**config.mk**
```make
export PLATFORM = sky130hd
export DESIGN_NAME = outbox_fifo_flat
export DESIGN_NICKNAME = d
export VERILOG_FILES = /design/src/rtl/hrm_pkg.sv /design/src/rtl/outbox_fifo_if.sv /design/src/rtl/fifo_mem.sv /design/src/rtl/outbox_fifo.sv /design/src/flat_wrapper.sv
export SDC_FILE = /design/constraint.sdc
export NUM_CORES = 1
export LEC_CHECK = 0
export ABC_AREA = 1
export BUFFER_PORTS_ARGS = -buffer_cell sky130_fd_sc_hd__buf_2
export CAP_MARGIN = 0
export CORE_ASPECT_RATIO = 0.7
export CORE_MARGIN = 8
export CORE_UTILIZATION = 40
export CTS_BUF_LIST = sky130_fd_sc_hd__clkbuf_16
export CTS_CLUSTER_SIZE = 25
export DETAILED_ROUTE_END_ITERATION = 12
export PLACE_DENSITY = 0.67
export SYNTH_ARGS = -nofsm -noshare
export SYNTH_HDL_FRONTEND = slang
export SYNTH_HIERARCHICAL = 1
export SYNTH_SLANG_ARGS = --single-unit
export TNS_END_PERCENT = 1
```
**constraint.sdc**
```tcl
create_clock -name clk -period 4.88 [get_ports clk]
set_input_delay 0.732 -clock clk [delete_from_list [all_inputs] [get_ports clk]]
set_output_delay 0.732 -clock clk [all_outputs]
set_load 0.03 [all_outputs]
```
**src/rtl/hrm_pkg.sv**
```systemverilog
// hrm_pkg: shared word width and mailbox depth for the outbox/inbox blocks
package hrm_pkg;
    localparam int HRM_DATA_W = 8;
    localparam int HRM_BOX_DEPTH = 16;
endpackage

```
**src/rtl/outbox_fifo_if.sv**
```systemverilog
// outbox_fifo_if: control-unit write side and consumer valid/ready side of the outbox
interface outbox_fifo_if
    import hrm_pkg::*;
#(
    parameter int DATA_W = HRM_DATA_W,
    parameter int DEPTH = HRM_BOX_DEPTH
) ();
    localparam int AW = $clog2(DEPTH);
    logic wO;
    logic [DATA_W-1:0] din;
    logic outFull;
    logic o_valid;
    logic [DATA_W-1:0] o_data;
    logic o_ready;
    logic [AW:0] count;
    logic ovf;
    modport master (output wO, din, o_ready, input outFull, o_valid, o_data, count, ovf);
    modport slave (input wO, din, o_ready, output outFull, o_valid, o_data, count, ovf);
endinterface

```
**src/rtl/fifo_mem.sv**
```systemverilog
// fifo_mem: DEPTH x DATA_W storage with synchronous write and asynchronous read
module fifo_mem
    import hrm_pkg::*;
#(
    parameter int DATA_W = HRM_DATA_W,
    parameter int DEPTH = HRM_BOX_DEPTH,
    parameter int AW = $clog2(DEPTH)
) (
    input  logic              clk,
    input  logic              we,
    input  logic [AW-1:0]     waddr,
    input  logic [DATA_W-1:0] wdata,
    input  logic [AW-1:0]     raddr,
    output logic [DATA_W-1:0] rdata
);
    logic [DATA_W-1:0] mem [DEPTH];
    // store the incoming word; contents survive reset
    always_ff @(posedge clk) begin
        if (we) mem[waddr] <= wdata;
    end
    assign rdata = mem[raddr];
endmodule

```
**src/rtl/outbox_fifo.sv**
```systemverilog
// outbox_fifo: FIFO between the CPU outbox strobe and a valid/ready consumer
module outbox_fifo
    import hrm_pkg::*;
#(
    parameter int DATA_W = HRM_DATA_W,
    parameter int DEPTH = HRM_BOX_DEPTH
) (
    input  logic clk,
    input  logic i_rst,
    input  logic clr,
    outbox_fifo_if.slave bus
);
    localparam int AW = $clog2(DEPTH);
    localparam logic [AW:0] FULL_CNT = (AW+1)'(DEPTH);
    logic [AW-1:0] wp, rp;
    logic [AW:0] cnt;
    logic ovf_q, flush, do_wr, do_rd;
    assign flush = i_rst | clr;
    assign bus.outFull = cnt == FULL_CNT;
    assign bus.o_valid = cnt != '0;
    assign bus.count = cnt;
    assign bus.ovf = ovf_q;
    // full is judged on the current count, so a write at full is dropped even if a read frees a slot
    assign do_wr = bus.wO & ~bus.outFull;
    assign do_rd = bus.o_valid & bus.o_ready;
    fifo_mem #(.DATA_W(DATA_W), .DEPTH(DEPTH), .AW(AW)) u_mem (
        .clk   (clk),
        .we    (do_wr & ~flush),
        .waddr (wp),
        .wdata (bus.din),
        .raddr (rp),
        .rdata (bus.o_data)
    );
    // pointers, occupancy and sticky overflow; flush wins over any concurrent transfer
    always_ff @(posedge clk) begin
        if (flush) begin
            wp <= '0;
            rp <= '0;
            cnt <= '0;
            ovf_q <= 1'b0;
        end else begin
            if (do_wr) wp <= wp + 1'b1;
            if (do_rd) rp <= rp + 1'b1;
            cnt <= (do_wr && !do_rd) ? cnt + 1'b1 : (do_rd && !do_wr) ? cnt - 1'b1 : cnt;
            if (bus.wO && bus.outFull) ovf_q <= 1'b1;
        end
    end
endmodule

```
**src/flat_wrapper.sv**
```systemverilog
// flat-port wrapper written by rule: the top's interface ports become plain ports
module outbox_fifo_flat import hrm_pkg::*;
#(
    parameter int DATA_W = HRM_DATA_W,
    parameter int DEPTH = HRM_BOX_DEPTH
)
  (clk, i_rst, clr, bus_wO, bus_din, bus_o_ready, bus_outFull, bus_o_valid, bus_o_data, bus_count, bus_ovf);
  outbox_fifo_if #(.DATA_W(DATA_W), .DEPTH(DEPTH)) bus_i ();
  input  logic clk;
  input  logic i_rst;
  input  logic clr;
  input wire logic [$bits(bus_i.wO)-1:0] bus_wO;
  input wire logic [$bits(bus_i.din)-1:0] bus_din;
  input wire logic [$bits(bus_i.o_ready)-1:0] bus_o_ready;
  output wire logic [$bits(bus_i.outFull)-1:0] bus_outFull;
  output wire logic [$bits(bus_i.o_valid)-1:0] bus_o_valid;
  output wire logic [$bits(bus_i.o_data)-1:0] bus_o_data;
  output wire logic [$bits(bus_i.count)-1:0] bus_count;
  output wire logic [$bits(bus_i.ovf)-1:0] bus_ovf;
  assign bus_i.wO = bus_wO;
  assign bus_i.din = bus_din;
  assign bus_i.o_ready = bus_o_ready;
  assign bus_outFull = bus_i.outFull;
  assign bus_o_valid = bus_i.o_valid;
  assign bus_o_data = bus_i.o_data;
  assign bus_count = bus_i.count;
  assign bus_ovf = bus_i.ovf;
  outbox_fifo #(.DATA_W(DATA_W), .DEPTH(DEPTH)) u_core (.clk(clk), .i_rst(i_rst), .clr(clr), .bus(bus_i));
endmodule
```
==> After elaboration in Yosys (flattened, before gate mapping) <==
Memories as Yosys holds them, arrays and structs flattened. A register that Yosys moved wholly into a read port is not among the register bits.
Index checks and enable logic that the tools add are counted.
{ "word_totals": {"regBits": 14, "mem_bits_rw": 128, "in_bits": 13, "out_inout_bits": 16, "elab_cells": 29, "memories": 1} }
{ "memory_table": {"columns": ["name", "words", "word_bits", "read_ports", "rd_clocked_by_memory_dff", "write_ports", "line_no", "rtl"], "rows": [
  ["u_core.u_mem.mem", 16, 8, 1, 1, 1, "fifo_mem.sv:16", "logic [DATA_W-1:0] mem [DEPTH];"]
]} }
{ "op_classes": {"addsub": 4, "eq_ne": 1, "mux": 6, "n_bitwise": 6, "reduce_logical": 7} }
{ "op_table": {"columns": ["op", "n"], "rows": [
  ["$mux W5", 2],
  ["$add A4 B1 Y4 const B", 2],
  ["$mux W4", 2],
  ["$add A5 B1 Y5 const B", 1],
  ["$eq A5 B5 Y1 const B", 1],
  ["$reduce_bool A5 Y1", 1],
  ["$sub A5 B1 Y5 const B", 1],
  ["$and A1 B1 Y1", 3],
  ["$logic_and A1 B1 Y1", 3],
  ["$logic_not A1 Y1", 2],
  ["$mux W1", 2],
  ["$not A1 Y1", 2],
  ["$reduce_bool A2 Y1", 1],
  ["$or A1 B1 Y1", 1]
]} }

==> Longest topological paths before layout <==
Gate-level depths: netlist of the first run.
{ "logic_depth": {"depth_word": 7, "ltp_mapped": 14, "mapped_depth_nobuf": 14} }

==> Hierarchy <==
Netlist of the first run, hierarchy kept.
{ "modules_own_cells": {"columns": ["module", "instances", "cells_per_inst", "area_each_um2", "seq_area_each_um2"], "rows": [
  ["fifo_mem", 1, 543, 5606.6, 3843.7],
  ["outbox_fifo", 1, 116, 860.8, 280.3]
]} }

==> Least setup slack after synthesis of the first run <==
Ideal clock, no wire load.
{ "synth_timing": {"path_kind": "input to register", "startpoint": "input port clr", "endpoint": "memory u_core/u_mem/mem[12][0] (netlist bit), enable pin", "setup_time_ps": 370, "arrival_ps": 1825, "t_required_ps": 4510, "setup_slack_ps": 2685, "cell_stages": 5, "path_buffers": 1, "path_cell_list": "or2_1 buf_6 nor2_1 nand3_1 nor2_1"} }
{ "synth_via": {"elab_chain_len": 5} }
{ "synth_rtl": {"columns": ["item", "line_no", "rtl"], "rows": [
  ["from (decl)", "flat_wrapper.sv:11", "input logic clr;"],
  ["$or A1 B1 Y1", "outbox_fifo.sv:18", "assign flush = i_rst | clr;"],
  ["$not A1 Y1", "outbox_fifo.sv:28", ".we (do_wr & ~flush),"],
  ["$and A1 B1 Y1", "outbox_fifo.sv:28", null],
  ["$mux W1", "fifo_mem.sv:19", "if (we) mem[waddr] <= wdata;"],
  ["$mux W1 (not written as such)", "fifo_mem.sv:19", null],
  ["to (decl)", "fifo_mem.sv:16", null]
]} }
Every way passes these cells.

==> results of run 1 <==
==> cell type report <==
class | count | area share, %
Multi-Input combinational cell | 373 | 23.5
Clock buffer | 17 | 5.82
Inverter | 119 | 6.11
Timing Repair Buffer | 31 | 2.23
Tap cell | 205 | 3.51
Clock inverter | 15 | 2.33
Sequential cell | 142 | 56.5
==> tightest hold or removal path: stages, from the launching register on <==
cell and delay [ns]:
sky130_fd_sc_hd__dfxtp_1 0.32, sky130_fd_sc_hd__a21oi_1 0.04, sky130_fd_sc_hd__nor2_1 0.07
==> sequential cells by signal (all words and copies together) (netlist names) <==
signal / flops
u_core/u_mem/mem: 128
u_core/rp: 4
u_core/bus.count: 5
u_core/wp: 4
u_core/bus.ovf: 1
==> worst max-delay path by stage <==
| stage | endpoint | slack, ns | cells after the start |
|---|---|---|---|
| floorplan | u_core/u_mem/mem[12][0] | 2.69 | 5 |
| global placement | u_core/u_mem/mem[14][0] | 2.12 | 5 |
| detailed placement | u_core/u_mem/mem[14][1] | 2.09 | 5 |
| CTS | bus_o_data[0] | 1.70 | 8 |
| global route | bus_o_data[7] | 1.50 | 8 |
| finish | bus_o_data[0] | 1.70 | 8 |
==> cells by family (layout without fill, tap and decap cells) <==
group	after synthesis	count (layout)
and+or+nand+nor	352	352
DFF	142	142
AOI/OAI and AO/OA	10	10
xor gates and xnor gates	4	4
buffers and inverters	144	182
adders and majority gates	7	7
==> Yosys cell counts (all sizes together) <==
cell type and n:
o21ai 5, nand3 106, nand4 2, dfxtp 14, or2 3, edfxtp 128, fa 1, ha 6
xor2 4, nand2 198, inv 119, nand3b 3, nor2 40, a21oi 5, buf 25
==> power by group through the flow <==
stage	registers (mW)	logic, mW	clock network (mW)
final	1.36	0.437	1.30
after CTS	1.36	0.436	1.32
after floorplan	1.40	0.307	0
after global routing	1.36	0.486	1.37
after detailed placement	1.38	0.433	0
after global placement	1.38	0.431	0
==> through the flow <==
stage,cell area [sq um],utilization [%],power [mW],setup slack (ns),hold WS (ns)
final,7310,45.5,3.10,1.70,0.463
after global routing,7310,45.5,3.22,1.50,0.498
after CTS,7310,45.5,3.11,1.70,0.469
after detailed placement,6710,41.8,1.82,2.09,0.454
after global placement,6710,41.8,1.82,2.12,0.466
after floorplan,6470,-,1.71,2.69,0.481
==> per-layer routing <==
layer,GRT usage (%),wire length (microns)
met5,0,0
met4,5.89,263
met3,4.53,1490
met2,22.1,6550
met1,22.9,7310
==> results.md, run 1 <==
- Combinational logic is responsible for around 14% of the overall power.
- The cell seen most often among critical-path stages is sky130_fd_sc_hd__nand2_1.
- The later pin in the worst-skew pair is clocked with a latency of 0.41 ns.
- Once detailed placement completed, the half-perimeter wirelength came to between 9000 and 10,000 microns.
- The net load switching power is 0.829 mW.
- Across the run, the number of max-cap violations was 0.
- The count of final hold-check violations is 0.
- Ranked by total cell area, the synthesized netlist is headed by sky130_fd_sc_hd__edfxtp_1 (59%), sky130_fd_sc_hd__nand2_1 (11%), sky130_fd_sc_hd__nand3_1 (8.0%).
- The number of antenna cells inserted is 0.
- Compared with the post-synthesis result, the final layout area differs by 13.0%.
- The first global-routing pass estimated about 24,000 microns of wire.
- The number of global-route vias before repair is between 4,000 and 5,000.
- The most common cell after layout, fill and taps aside is sky130_fd_sc_hd__nand2_1.
- In this run the tightest slew margin relative to its limit is between 20% and 30%.
- The detail-routed via count per cell is around 5.
- In this run, flip-flops and latches consume between 40% and 50% of the power.
- The flow ran to the end, and the final reports show no timing, DRC or antenna violations.
- The start of the worst register-to-register path is u_core/bus.count[0].
- By startpoint and endpoint, the worst setup path is classified as reg2out.
- Summed over all cells, the static leakage comes to around 3.1 nW.
- Setup repair after global routing left no endpoint under its margin.
- The fraction of the mapped netlist area in adder cells is under 10%.
- The count of pins over their slew limit came to 0.
- The synthesized area is 6470 sq um.
- The cell total after placement is slightly below 900.
- The highest clock rate is 0.314 GHz.
- The signal on the critical path passes through inv_2 > nand2_1 > nand2_1 > nand2_1 > nand3_1 > nand3_1 > nand2_1 > buf_2.
- The width of the die is ~170 microns.
- The worst-case hold path end point is u_core/bus.ovf.
- The area share of the leading cell type in the synthesized netlist is about three fifths.
- The worst path in the final design needs a cycle of 3.18 ns, including I/O delays and setup.
- The launch point of the worst hold path is u_core/bus.ovf.
- The internal power consumption is roughly 2.3 mW.
- At the worst endpoint, the required time is 4.15 ns.
- After the flow finishes, the layout carries non-filler instances totaling around 900.
- After synthesis, the largest family of logic cells by area is simple AND/OR/NAND/NOR gates.
- Setup violations remaining at the end of the flow were counted as 0.
- The yosys synthesis warning count is 6.
- Adding up every negative setup slack in the final design gives 0 ns.
- The initial core utilization is 40.3%.
- The number of placed I/O pins is 29.
- The simple-gate share of the synthesized area is about a quarter.
- The number of unique standard cell types used by synthesis is 26.
- In this run, the number of DRC markers left after iteration 0 of detailed routing was 759.
- The worst register-to-register path has a depth of 6.
- The post-synthesis sequential element count is about 140.
- The flip-flop and latch area is 4130 sq um.
- The worst hold path was traced through 2 stages.
- The launching element type of the critical path is a flip-flop.
- For this run, the post-layout net count is a little over 700.
- After clock tree synthesis, the clock-pin slew on the worst setup and hold paths is about 0.060 ns.
- The pin count of the biggest net entering global routing is 68.
- A synthesized cell averages slightly below 10 sq um.
- In this run the worst hold path is classified as reg2reg.
- The number of nets in the synthesized netlist is between 600 and 700.
- The routed via count is about 4,500.
- The instance count of the mapped netlist is between 600 and 700.
- After detailed routing, the number of remaining DRC violations is 0.
- The buffers inserted during post-CTS setup optimization is 0.
- Leaving out fill and tap cells, the most frequent cells in the layout are sky130_fd_sc_hd__nand2_1 (195), sky130_fd_sc_hd__edfxtp_1 (128), sky130_fd_sc_hd__inv_1 (115), sky130_fd_sc_hd__nand3_1 (104), sky130_fd_sc_hd__nor2_1 (38).
- Counting the fill cells in the layout gives around 1,500.
- The initialized floorplan defines 39 standard-cell rows.
- On the final layout, the worst clock skew is 0.00996 ns.
- The count of buffering cells on the critical path with inverters included is 2.
- The clock network fraction of total power is about two fifths.
- The worst-case IR drop observed on VDD is 0.000206 V.
- The proportion of synthesized chip area in sequential cells is 63.8%.
- The detailed-route wire length is about 16,000 microns.
- The largest driver fanout on the critical path is 64.
- The cell with the largest stage delay on the worst path is sky130_fd_sc_hd__inv_2.
- The total number of clock tree sinks is 142.
- The floorplan step defined a core boundary enclosing 16,100 sq um.
- After clock tree synthesis, the repair step resized 0 gates.
- The all-layer global routing usage is between 15 and 20%.
- The full die area is about 21,000 sq um.
- The total power per unit cell area is around 420 nW/um^2.
- The endpoint identified for the worst register-to-register timing path is u_core/u_mem/mem[11][7].
- The floorplan die height is approximately 120 microns.
- The weighted congestion reported at the end of routability-driven placement is roughly 0.9.
- The fraction of power spent switching nets is 26.8%.
- The fraction of final layout cells with drive strength greater than 1 is a little over a tenth.
- The complex-gate fraction of the synthesized area is less than 1%.
- The combined area of the multi-input logic cells is 1720 sq um.
- The biggest area contributor in the post-synthesis netlist is sky130_fd_sc_hd__edfxtp_1.
- Of the post-synthesis cell area, the part taken by muxes is 0%.
- The first detailed-routing pass took 5 iterations.
- The number of buffers added by the clock tree synthesis step is 17.
- The average wire length per cell after detail routing is 17.3 microns.
- The H-tree level count is 4.
- At the worst endpoint, the arrival time is 2.45 ns.
- The TritonCTS clock tree is built.
- At the pin with the least slew margin, the transition time is between 1 and 1.5 ns.
- The critical path starts at u_core/rp[0].
- The number of buffers added on ports is 28.
- The internal reg-to-reg setup slack is roughly 2.5 ns.
- The post-synthesis share of cell area spent on xor and xnor gates is 0.542%.
- The number of antenna violations at the first check in global routing is 0.
- The number of nets with antenna violations after routing is 0.
- The kind of end point of the critical path is an output pin.
- The maximum buffer depth of the clock tree is 2.
- The share of the clock period used by the worst path is between 60% and 70%.
- The kind of cell with the highest combined delay along the critical path is buffers and inverters.
- For this run the aggregate overflow at the end of global routing stands at 0.
- Clock tree synthesis selected as its root buffer the cell sky130_fd_sc_hd__clkbuf_16.
- On the worst path, the slowest cell contributes a delay of between 0.7 and 0.8 ns.
- The post-cts hold buffer count is 0.
Power figures use the tool's default switching activity.
==> run 2: changes to the inputs <==
--- a/config.mk
+++ b/config.mk
@@ -14,7 +14,7 @@
 export CTS_BUF_LIST = sky130_fd_sc_hd__clkbuf_16
 export CTS_CLUSTER_SIZE = 25
 export DETAILED_ROUTE_END_ITERATION = 12
-export PLACE_DENSITY = 0.67
+export PLACE_DENSITY = 0.69
 export SYNTH_ARGS = -nofsm -noshare
 export SYNTH_HDL_FRONTEND = slang
 export SYNTH_HIERARCHICAL = 1
==> constraint.sdc (replaced) <==
create_clock -name clk -period 2.7 [get_ports clk]
set_input_delay 0.405 -clock clk [delete_from_list [all_inputs] [get_ports clk]]
set_output_delay 0.405 -clock clk [all_outputs]
set_load 0.03 [all_outputs]
==> run 2 against run 1 <==
Global-route usage decreased by 0.82 points. Sequential share of layout area is 0.87 points lower. Utilization increased by 0.71 points. Die area did not move. Setup slack worse by 1.5 ns. Final area grew 1.6%. Register-to-register slack worse by 2.0 ns. Combinational power is 80% higher. Non-clock buffer count is 24 higher. Critical endpoint is now bus_o_data[6]. Total power is 73% higher.
==> results.md, run 2 (same netlist as run 1, synthesis figures left out) <==
- The root buffer cell is sky130_fd_sc_hd__clkbuf_16.
- Clock latency on the worst-skew pair, taken at its later pin, is around 0.4 ns.
- Across the routed clock network, the largest skew measured is between 0.008 and 0.009 ns.
- Derived from the worst setup path, the maximum achievable clock frequency is a little under 0.4 GHz.
- The critical path required time is roughly 2.3 ns.
- The global route total overflow is 0.
- Measured against its own limit, the worst slew margin works out to between 50% and 60%.
- The die covers about 21,000 sq um.
- Power spread over the standard cell area amounts to 721 nW/um^2.
- The detailed-route wire length is between 10,000 and 15,000 microns.
- The first routing iteration left a little under 400 violations.
- In this run the core area contains 39 standard-cell rows.
- The fraction of final layout cells with drive strength greater than 1 is between 10% and 20%.
- The count of buffering cells on the critical path with inverters included is 3.
- Counting instances, the worst hold path has a depth of 3.
- The remaining design rule violation count is 0.
- Traced cell by cell, the critical path runs through inv_2 > buf_4 > nand2_1 > nand2_1 > nand2_1 > nand3_1 > nand3_1 > nand2_1 > buf_2.
- In this run, post-CTS hold repair placed 0 buffers.
- The gate family responsible for the most delay along the worst path is buffers and inverters.
- At the worst endpoint, the arrival time is approximately 2.1 ns.
- Once the floorplan was initialized, standard cells occupied between 40% and 50% of the core.
- The count of final hold-check violations came to 0.
- The maximum buffer depth of the clock tree is 2.
- TritonCTS built the clock tree.
- The path class of the tightest hold or removal check is in2reg.
- The number of cells upsized or downsized after cts is 0.
- Global routing used around 15% of the available tracks across all layers.
- After layout, the design draws a total of approximately 5.4 mW.
- The HPWL after detailed placement is between 9000 and 10,000 microns.
- Counting the buffers created by CTS gives 17.
- The analysis attributes to cell leakage a power of around 3.2 nW.
- CTS built an H-tree with a depth of 4.
- The post-layout utilization of the core is 46.2%.
- Counting flops per register, the top entry is u_core/u_mem/mem.
- The count of nets left with antenna violations once routing finished came out at 0.
- The type of the setup path with the least slack is reg2out.
- In this run the horizontal extent of the chip is between 150 and 200 microns.
- The core footprint is 16,100 sq um.
- VDD sags by at most roughly 0.00036 V.
- The minimum clock period is 2.52 ns.
- The run finished with clean final reports.
- The count of pins over their slew limit came to 0.
- The largest driver fanout on the critical path is between 40 and 50.
- Summed over all failing endpoints, the final setup total negative slack is 0 ns.
- The count of fill cells added during filler insertion is between 1,000 and 1,500.
- The most numerous cell type found on the critical path is sky130_fd_sc_hd__nand2_1.
- The number of flip-flops in the largest register is around 130.
- The library cell used most frequently in the layout, excluding fill and tap cells, is sky130_fd_sc_hd__nand2_1.
- Summing over every cut layer, the via total after detailed routing is between 4,000 and 5,000.
- 0 antenna diodes ended up in the layout.
- Clock-pin slew was measured on the worst setup and hold paths at approximately 0.060 ns.
- The top cell types in the final layout, fill and taps aside, are sky130_fd_sc_hd__nand2_1 (195), sky130_fd_sc_hd__edfxtp_1 (128), sky130_fd_sc_hd__inv_1 (114), sky130_fd_sc_hd__nand3_1 (104), sky130_fd_sc_hd__nor2_1 (38).
- The area growth from synthesis to final layout is 14.7%.
- Setup repair after global routing left no endpoint under its margin.
- The number of buffers added on ports is 28.
- The first global-routing pass estimated ~24,000 microns of wire.
- The weighted congestion reported at the end of routability-driven placement is 0.832.
- The number of antenna violations at the first check in global routing came to 0.
- In the final routed layout, each cell accounts on average for around 16 microns.
- The first detailed-routing pass ran for 5 iterations.
- The share of the clock period used by the worst path is just over 90%.
- The kind of end point of the critical path is an output pin.
- The tool flagged a number of max-cap violations equal to 0.
- The floorplan die height is 122 microns.
- The worst setup path is launched from a flip-flop.
- The slowest stage of the critical path belongs to the cell sky130_fd_sc_hd__dfxtp_2.
- For the pin with the worst max-slew slack, the measured transition is 0.659 ns.
- The largest incremental delay on the critical path is approximately 0.42 ns.
- The number of placed I/O pins is 29.
- For this run, the post-layout net count is 728.
- Clock tree synthesis found a total of 142 sinks.
- The number of global-route vias before repair is between 4,000 and 5,000.
- The buffers inserted during post-CTS setup optimization is 0.
- For the worst flop-to-flop path, the logic depth is 12.
- The final setup violation count is 0.
- After detailed routing, the number of vias per cell comes to 4.83.
- Entering global routing, the biggest net connects 46 pins.
- The critical path crosses 9 cells after its start point.
[run 2: cell count changes in the layout (fill, tap and decap cells not counted), sizes merged]
| cell | delta |
|---|---|
| buf | +24 |
| bufinv | -2 |
| clkinv | +6 |
| clkinvlp | -2 |
| inv | -3 |
[run 2: metal layers]
layer  global-route usage [%]  vias to the layer above  wire, microns
met4                     5.17                        0            206
li1                         -                     2207              -
met1                     20.8                     2089           7000
met3                     3.95                       15           1070
met2                     22.5                      161           6460
met5                        0                        -              0
[run 2: layout make-up]
| type | count | area, sq um | share of cell area (%) |
|---|---|---|---|
| clock inverter | 14 | 104 | 1.40 |
| clock buffer | 17 | 425 | 5.73 |
| tap | 205 | 256 | 3.46 |
| multi-input combinational | 373 | 1720 | 23.2 |
| timing repair buffer | 55 | 343 | 4.62 |
| sequential | 142 | 4130 | 55.6 |
| inverter | 119 | 447 | 6.02 |
[run 2: worst paths after layout]
check | from | slack [ns] | to
max | u_core/rp[0] | 0.18 | bus_o_data[6]
min | bus_wO | 0.32 | u_core/bus.ovf
min reg2reg | u_core/bus.ovf | 0.47 | u_core/bus.ovf
max reg2reg | u_core/bus.count[0] | 0.50 | u_core/bus.count[3]
[run 2: worst register-to-register path, stage by stage, from the launching register on]
cell and delay [ns]:
sky130_fd_sc_hd__dfxtp_1 0.38, sky130_fd_sc_hd__nor2_4 0.20, sky130_fd_sc_hd__nand3_4 0.13, sky130_fd_sc_hd__nand2_4 0.11
sky130_fd_sc_hd__inv_2 0.05, sky130_fd_sc_hd__ha_1 0.20, sky130_fd_sc_hd__inv_1 0.15, sky130_fd_sc_hd__ha_1 0.29
sky130_fd_sc_hd__or2_2 0.32, sky130_fd_sc_hd__nand3b_1 0.09, sky130_fd_sc_hd__nand3_1 0.07, sky130_fd_sc_hd__nand2_1 0.06
sky130_fd_sc_hd__inv_1 0.03
[run 2: stage by stage]
step / hold WS (ns) / std cells / setup slack, ns / area [sq um]
2_1_floorplan: 0.481 / 659 / 0.513 / 6470
3_3_place_gp: 0.449 / 894 / 0.607 / 6890
3_5_place_dp: 0.452 / 894 / 0.540 / 6890
4_1_cts: 0.303 / 925 / 0.180 / 7420
5_1_grt: 0.327 / 925 / 0.0207 / 7420
6_report: 0.324 / 925 / 0.179 / 7420
[run 2: power breakdown]
group | internal [mW] | total [mW] | switching (mW)
clock network | 1.24 | 2.10 | 0.864
logic | 0.244 | 0.785 | 0.540
registers | 2.42 | 2.46 | 0.0424
